--- config.mk ---
export PLATFORM = sky130hd
export DESIGN_NAME = ysyx_24110015_pcu
export DESIGN_NICKNAME = d
export VERILOG_FILES = /design/src/rtl/ysyx_24110015_pkg.sv /design/src/rtl/ysyx_24110015_csr_cnt64.sv /design/src/rtl/ysyx_24110015_pcu.sv
export SDC_FILE = /design/constraint.sdc
export NUM_CORES = 1
export LEC_CHECK = 0
export CAP_MARGIN = 20
export CORE_MARGIN = 3
export CORE_UTILIZATION = 45
export CTS_CLUSTER_DIAMETER = 30
export DETAILED_ROUTE_END_ITERATION = 7
export PLACE_DENSITY = 0.77
export SLEW_MARGIN = 10
export SYNTH_ARGS = -nofsm -noshare
export SYNTH_HDL_FRONTEND = slang
export SYNTH_SLANG_ARGS = --single-unit
--- constraint.sdc ---
create_clock -name clk -period 2.1 [get_ports clk]
set_input_delay 0.315 -clock clk [delete_from_list [all_inputs] [get_ports clk]]
set_output_delay 0.315 -clock clk [all_outputs]
set_load 0.01 [all_outputs]
--- src/rtl/ysyx_24110015_pkg.sv ---
// ysyx_24110015_pkg
// Shared definitions for the ysyx_24110015 core:
//   pcu_state_e       - program-counter unit state encoding (2 bits)
//   RESET_PC_DEFAULT  - first PC issued after reset
//   INST_BYTES        - size of one instruction, the sequential PC step
package ysyx_24110015_pkg;

  typedef enum logic [1:0] {
    PCU_ISSUE = 2'd0,
    PCU_WAIT  = 2'd1,
    PCU_HALT  = 2'd2,
    PCU_ERR   = 2'd3
  } pcu_state_e;

  localparam logic [31:0] RESET_PC_DEFAULT = 32'h8000_0000;
  localparam int          INST_BYTES       = 4;

endpackage

--- src/rtl/ysyx_24110015_csr_cnt64.sv ---
// ysyx_24110015_csr_cnt64
// 64-bit free-running counter used for mcycle / minstret. Wraps at 2^64.
// Ports:
//   clk    clock
//   clr_i  synchronous clear, has priority over en_i
//   en_i   increment by one on this edge
//   cnt_o  current count
module ysyx_24110015_csr_cnt64 (
  input  logic        clk,
  input  logic        clr_i,
  input  logic        en_i,
  output logic [63:0] cnt_o
);

  logic [63:0] cnt_q;
  logic [63:0] cnt_d;

  always_comb begin
    cnt_d = cnt_q;
    if (en_i) cnt_d = cnt_q + 64'd1;
  end

  always_ff @(posedge clk) begin
    if (clr_i) cnt_q <= '0;
    else       cnt_q <= cnt_d;
  end

  assign cnt_o = cnt_q;

endmodule

--- src/rtl/ysyx_24110015_pcu.sv ---
// ysyx_24110015_pcu
// Program-counter unit. Owns the architectural PC, offers it to fetch and
// waits for the commit report before computing the next PC (one instruction
// in flight). Also keeps the mcycle / minstret counters.
// Handshake: fetch takes the PC on a rising edge where pc_valid && pc_ready;
// while pc_valid is high pc is held stable; pc_valid never drops without a
// handshake except on reset. cm_* are only looked at when cm_valid is high.
// Ports:
//   clk, rst            clock, synchronous active-high reset
//   pc_valid/pc_ready   PC offer to fetch; pc is the offered PC
//   cm_valid            commit of the in-flight instruction
//   cm_redirect/target  next PC is cm_target instead of pc+4
//   cm_halt             committed instruction was ebreak, stop issuing
//   halted, err         unit is in HALT / ERR (err is sticky until reset)
//   mcycle, minstret    cycle and retired-instruction counters
//   dbg_state           current FSM state for observation
module ysyx_24110015_pcu
  import ysyx_24110015_pkg::*;
#(
  parameter int              XLEN     = 32,
  parameter logic [XLEN-1:0] RESET_PC = RESET_PC_DEFAULT
) (
  input  logic            clk,
  input  logic            rst,
  output logic            pc_valid,
  input  logic            pc_ready,
  output logic [XLEN-1:0] pc,
  input  logic            cm_valid,
  input  logic            cm_redirect,
  input  logic [XLEN-1:0] cm_target,
  input  logic            cm_halt,
  output logic            halted,
  output logic            err,
  output logic [63:0]     mcycle,
  output logic [63:0]     minstret,
  output logic [1:0]      dbg_state
);

  pcu_state_e      state_q, state_d;
  logic [XLEN-1:0] pc_q, pc_d;
  logic            retire;
  logic            misaligned;

  // Only meaningful for a redirecting commit; halt wins over redirect.
  assign misaligned = cm_redirect && (cm_target[1:0] != 2'b00);

  always_comb begin
    state_d = state_q;
    pc_d    = pc_q;
    retire  = 1'b0;
    unique case (state_q)
      PCU_ISSUE: begin
        // A commit with nothing in flight is a protocol error, and it
        // takes precedence over a same-cycle handshake.
        if (cm_valid)      state_d = PCU_ERR;
        else if (pc_ready) state_d = PCU_WAIT;
      end
      PCU_WAIT: begin
        if (cm_valid) begin
          if (cm_halt) begin
            state_d = PCU_HALT;
            retire  = 1'b1;
          end else if (misaligned) begin
            state_d = PCU_ERR;
          end else begin
            pc_d    = cm_redirect ? cm_target : pc_q + XLEN'(INST_BYTES);
            state_d = PCU_ISSUE;
            retire  = 1'b1;
          end
        end
      end
      PCU_HALT: begin
        if (cm_valid) state_d = PCU_ERR;
      end
      PCU_ERR: begin
        state_d = PCU_ERR;
      end
      default: state_d = PCU_ERR;
    endcase
  end

  always_ff @(posedge clk) begin
    if (rst) begin
      state_q <= PCU_ISSUE;
      pc_q    <= RESET_PC;
    end else begin
      state_q <= state_d;
      pc_q    <= pc_d;
    end
  end

  // Outputs come from registers only; rst merely masks the offer so fetch
  // never sees a PC while reset is held.
  assign pc_valid  = (state_q == PCU_ISSUE) && !rst;
  assign pc        = pc_q;
  assign halted    = (state_q == PCU_HALT);
  assign err       = (state_q == PCU_ERR);
  assign dbg_state = state_q;

  ysyx_24110015_csr_cnt64 u_mcycle (
    .clk   (clk),
    .clr_i (rst),
    .en_i  (1'b1),
    .cnt_o (mcycle)
  );

  ysyx_24110015_csr_cnt64 u_minstret (
    .clk   (clk),
    .clr_i (rst),
    .en_i  (retire),
    .cnt_o (minstret)
  );

endmodule
# ---- After elaboration in Yosys (flattened, before gate mapping)
# Cells that the tools add are included.
dict set report classes {
  div_mod_pow 0
  bitwise 2
  mux 12
  n_reduce_logical 7
  n_lt_le_gt_ge 0
  n_shift 0
  n_addsub 3
  n_mul 0
  n_eq_ne 6
}
# op count
set ops {}
lappend ops {{adder 64 x 1 -> 64 bit, second input constant} 2}
lappend ops {{adder 32 x 3 -> 32 bit, second input constant} 1}
lappend ops {{2-to-1 mux 32 bit} 1}
lappend ops {{2-to-1 mux 2 bit} 6}
lappend ops {{one-hot mux 2 bit (4 select lines)} 1}
lappend ops {{equality test 2 bit, second input constant} 2}
lappend ops {{2-to-1 mux 1 bit} 4}
lappend ops {{!= test 2 bit, second input constant} 2}
lappend ops {{AND reduction 4 bit} 1}
lappend ops {{!= test 3 bit, second input constant} 1}
lappend ops {{AND reduction 3 bit} 1}
lappend ops {{equality test 2 x 1 -> 1 bit, second input constant} 1}
lappend ops {{logical AND 1 bit} 2}
lappend ops {{zero test 2 bit} 1}
lappend ops {{NOT 1 bit} 2}
lappend ops {{nonzero test 2 bit} 1}
lappend ops {{zero test 1 bit} 1}
dict set report totals {
  inputBits 38
  word_cells 34
  reg_bits 162
  ramBits 0
  memories 0
  out_inout_bits 165
  romBits 0
  latchBits 0
}

# ---- Depth between registers and ports, before layout
# Gate-level depths: netlist of run 1.
dict set report depth {
  depth_word 6
  depth_mapped 9
  ltp_nobuf 6
}

# ---- Modules after synthesis
# From an unflattened synthesis of run 1, not the netlist that was laid out.
dict set report unflattened {
  cells_unflattened 967
  hier_area_um2 8199.1
}
# mod cells_per_inst area_each_um2 instances seq_area_each_um2
set modules_own_cells {}
lappend modules_own_cells {ysyx_24110015_csr_cnt64 347 3027.9 2 1281.2}
lappend modules_own_cells {ysyx_24110015_pcu 273 2143.3 1 680.7}

# ---- Worst setup path after synthesis of run 1
# Ideal clock, no wire load.
dict set report synth_timing {
  path_type {register -> register}
  startpoint {register u_minstret.cnt_q[0] (netlist: u_minstret.cnt_o[0])}
  endpoint {register u_minstret.cnt_q[58] (netlist: u_minstret.cnt_o[58])}
  required_time_ns 2.029
  setup_ns 0.071
  slack_ns -0.181
  path_stages_with_launch 8
  n_path_buf 1
  synth_period_minus_slack_ns 2.281
  arrival_time_ns 2.210
  cell_sequence {dfxtp_1 ha_1 and3_1 o211ai_4 or4_4 buf_6 or4_1 a21oi_1}
}
dict set report synth_via {
  elab_chain_len 1
}
# item line_no
set synth_rtl {}
lappend synth_rtl {{from (decl)} ysyx_24110015_csr_cnt64.sv:15} ;# logic [63:0] cnt_q;
lappend synth_rtl {{from (signal assigned)} ysyx_24110015_csr_cnt64.sv:25} ;# else cnt_q <= cnt_d;
lappend synth_rtl {{adder 64 x 1 -> 64 bit} ysyx_24110015_csr_cnt64.sv:20} ;# if (en_i) cnt_d = cnt_q + 64'd1;
# Every way passes these cells.
# A chain may end at the register's enable or synchronous reset.

# ---- Worst setup path in the final report of run 1
dict set report layout_timing {
  startpoint {register u_minstret.cnt_q[14] (netlist: u_minstret.cnt_o[14])}
  endpoint {register u_minstret.cnt_q[61] (netlist: u_minstret.cnt_o[61])}
}
# Same word-level chain as after synthesis.

==> impl_metrics.csv, run 1 <==
group,metric,value,unit
cts,clock_latency,0.43,ns
grt,grt_use_met1,0.331,
critical_path,worstSetupStartpointType,"flip-flop",
critical_path,cp_cell_sequence,"and4_4 > nand2_4 > or4_4 > buf_6 > or4_4 > a21oi_1",
power,p_switching,1.57,mW
synth,synth_top_area_cell,"dfxtp_1",
cells_and_area,stdcell_area,12500,um^2
sta,fin_crit,2.15,ns
grt,first_global_vias,8442,
cts,cts_buffer_depth,2,
sta,fin_skew,0.0132,ns
route,dr.pass1.iters,7,
placed_design,placed_cells,1544,
grt,antenna_found_initial,0,
critical_path,r2r-start,"u_minstret.cnt_o[14]",
run_status,failed_checks,"setup timing",
cells_and_area,final_cell_mix,"clkdlybuf4s50_1 (199), buf_4 (159), dfxtp_1 (132)",
synth,netlist_area,8270,um^2
cells_and_area,nets,1393,
die,die_y,142,um
grt,grt_remaining_overflow,0,
cells_and_area,area_growth,51.7,%
power,power,6.60,mW
power,p_per_area,526,nW/um^2
synth,synth_warnings,0,
route,detail-route-antenna-nets,0,
grt,use_met3,0.0404,
grt,grt_busiest_layer,"met2",
power,ir_drop,555,uV
placed_design,gp_congestion,0.846,
critical_path,cpMostUsedCell,"or4_4",
synth,synth_top_area_frac,0.392,
sta,max_freq,466,MHz
synth,ys_ff_latch,162,
route,post-route-drc-count,0,
sta,relSlewSlack,0.503,
worst_hold_path,min_path_type,"primary input to flip-flop",
power,total_leakage_power,4.29,nW
job,drv_cap,0,
critical_path,cp.required,2.47,ns
die,ios,203,
power,internal_power,5.03,mW
worst_hold_path,min-delay-start,"rst",
synth,yosysSeqAreaShare,0.392,
die,die_area,20000,um^2
cts,hold_buffers,0,
sta,worst_pin_slew,0.745,ns
power,power_frac_clock,0.472,
grt,grt_use_total,0.250,
critical_path,slowest_delay,0.58,ns
critical_path,cp-end-kind,"flip-flop",
grt,use_met2,0.416,
sta,setup_ws,-0.0458,ns
synth,synthesis.nets,1060,
synth,synth_top_flop_cell,"dfxtp_1",
sta,hold-worst-slack,0.222,ns
critical_path,worst-setup-path-type,"flip-flop to flip-flop",
die,rows,48,
cts,htreeDepth,4,
run_status,status,"finished with violations",
route,vias,9194,
synth,ys_types,66,
cts,cts_sinks,162,
die,initial_utilization,0.468,
die,core,17700,um^2
synth,yosys-top-cells-area,"dfxtp_1 (39%), a21oi_1 (5.0%), nor2_1 (4.9%)",
placed_design,portBuffers,202,
cells_and_area,drive_gt1_frac,0.219,
sta,report.final.slew_viol_count,0,
cts,cts_tree,"built",
cts,clk_pin_slew,0.07,ns
critical_path,cp_slowest_cell,"or4_4",
synth,avgSynthCellArea,8.11,um^2
grt,grt_pass1_wl,41700,um
placed_design,place_area,11600,um^2
cells_and_area,stdcell_count,1589,
critical_path,startpoint,"u_minstret.cnt_o[14]",
sta,fin_crit_sh,1.02,
critical_path,cp.arrival,2.51,ns
cts,cts_made_buffers,17,
cells_and_area,layout.cells.most_common,"clkdlybuf4s50_1",
synth,synthCells,1019,
critical_path,path_max_fanout,6,
route,avgRoutedWirePerCell,16.6,um
route,first_iter_violations,520,
power,p_seq_frac,0.470,
route,viasPerCell,5.79,
cts,root_buffer,"clkbuf_16",
sta,rsz0062_at_grt,"true",
cells_and_area,num_antenna_cells,0,
sta,finalHoldViolations,0,
power,power_frac_comb,0.058,
route,finalWirelength,26400,um
synth,synth-edff-count,0,
die,die_w,142,um
cells_and_area,n_fill_cell,1404,
synth,async_reset_ff_frac,0,
grt,grt_max_degree,99,
sta,setup_viol,7,
placed_design,dp_hpwl,18200,um
cells_and_area,utilization,0.710,
power,swShare,0.238,
what timing repair did:
item | in CTS | in global routing
setup buffers | 6 | 6
setup endpoints to repair | 32 | 63
gates resized for setup | 34 | 34
gates cloned | 2 | 0
pin swaps | 15 | 16
sequential cells by signal (all words and copies together) (netlist names):
name              count
u_minstret.cnt_o     64
pc                   32
u_mcycle.cnt_o       64
dbg_state             2
cells by family (layout without fill, tap and decap cells):
group / Yosys count / count (layout) / synth area share
adder cells (fa/ha/maj): 3 / 3 / 0.00454
multiplexers: 9 / 9 / 0.0115
AND/OR/NAND/NOR: 484 / 484 / 0.319
XOR/XNOR: 57 / 57 / 0.0604
buffers and inverters: 83 / 428 / 0.0436
flip-flops: 162 / 162 / 0.392
AO/OA/AOI/OAI: 221 / 221 / 0.169
critical path, delay by kind of cell (launching register included):
family	cells	cell delay, ns
AOI/OAI and AO/OA	1	0.14
DFF	1	0.34
buffers and inverters	1	0.17
and+or+nand+nor	4	1.43
final cells by class:
class	count	area (um^2)	area share
Clock inverter	12	119	0.00948
Timing Repair Buffer	374	3420	0.272
Tap cell	225	282	0.0224
Inverter	23	86.3	0.00688
Clock buffer	19	464	0.0370
Sequential cell	162	3310	0.264
Multi-Input combinational cell	774	4870	0.388
layer usage:
layer / vias up / routed length (um)
met3: 36 / 1660
met5: - / 0
met2: 300 / 13000
met1: 4383 / 11300
li1: 4475 / -
met4: 0 / 462
Yosys cell counts (7+ instances only):
cell      number
and2_1        12
nor4_1        26
or4_1         31
xor2_1        23
and3_1        22
inv_1         23
nand4_1       55
nand3_1       49
nor3_1        26
o31ai_1       33
o21ai_0       42
o41ai_1        7
dfxtp_1      162
clkbuf_1      48
or3_1         27
a21oi_1       83
nor2_1       108
nor2b_1        8
and4_1        15
xnor2_1       34
nand2_1       72
a211oi_1       9
final timing paths:
check / endpoint / slack [ns] / depth (start not counted)
min reg2reg: pc[1] / 0.48 / 1
min: pc[7] / 0.22 / 2
max reg2reg: u_minstret.cnt_o[61] / -0.05 / 6
max: u_minstret.cnt_o[61] / -0.05 / 6
per-stage QoR:
stage                     TNS (ns)  worst slack, ns
after floorplan           -0.00555         -0.00555
after global placement      -20.69           -0.480
after detailed placement    -24.02           -0.520
after CTS                   -0.147          -0.0331
after global routing         -1.03          -0.0874
final                       -0.184          -0.0458
power groups by stage:
stage                     logic, mW  clock network, mW  registers [mW]
after floorplan               0.160                  0            3.18
after global placement        0.371                  0            3.17
after detailed placement      0.376                  0            3.17
after CTS                     0.382               3.16            3.10
after global routing          0.412               3.28            3.11
final                         0.382               3.11            3.10
No activity file was read; power rests on OpenSTA's default activity.
==> run 2, diff against run 1 <==
--- a/config.mk
+++ b/config.mk
@@ -5,6 +5,7 @@
 export SDC_FILE = /design/constraint.sdc
 export NUM_CORES = 1
 export LEC_CHECK = 0
+export ABC_CLOCK_PERIOD_IN_PS = 2100
 export CAP_MARGIN = 20
 export CORE_MARGIN = 3
 export CORE_UTILIZATION = 45
==> results of run 2 <==
Final layout, timing and power as in run 1 (identical DEF).
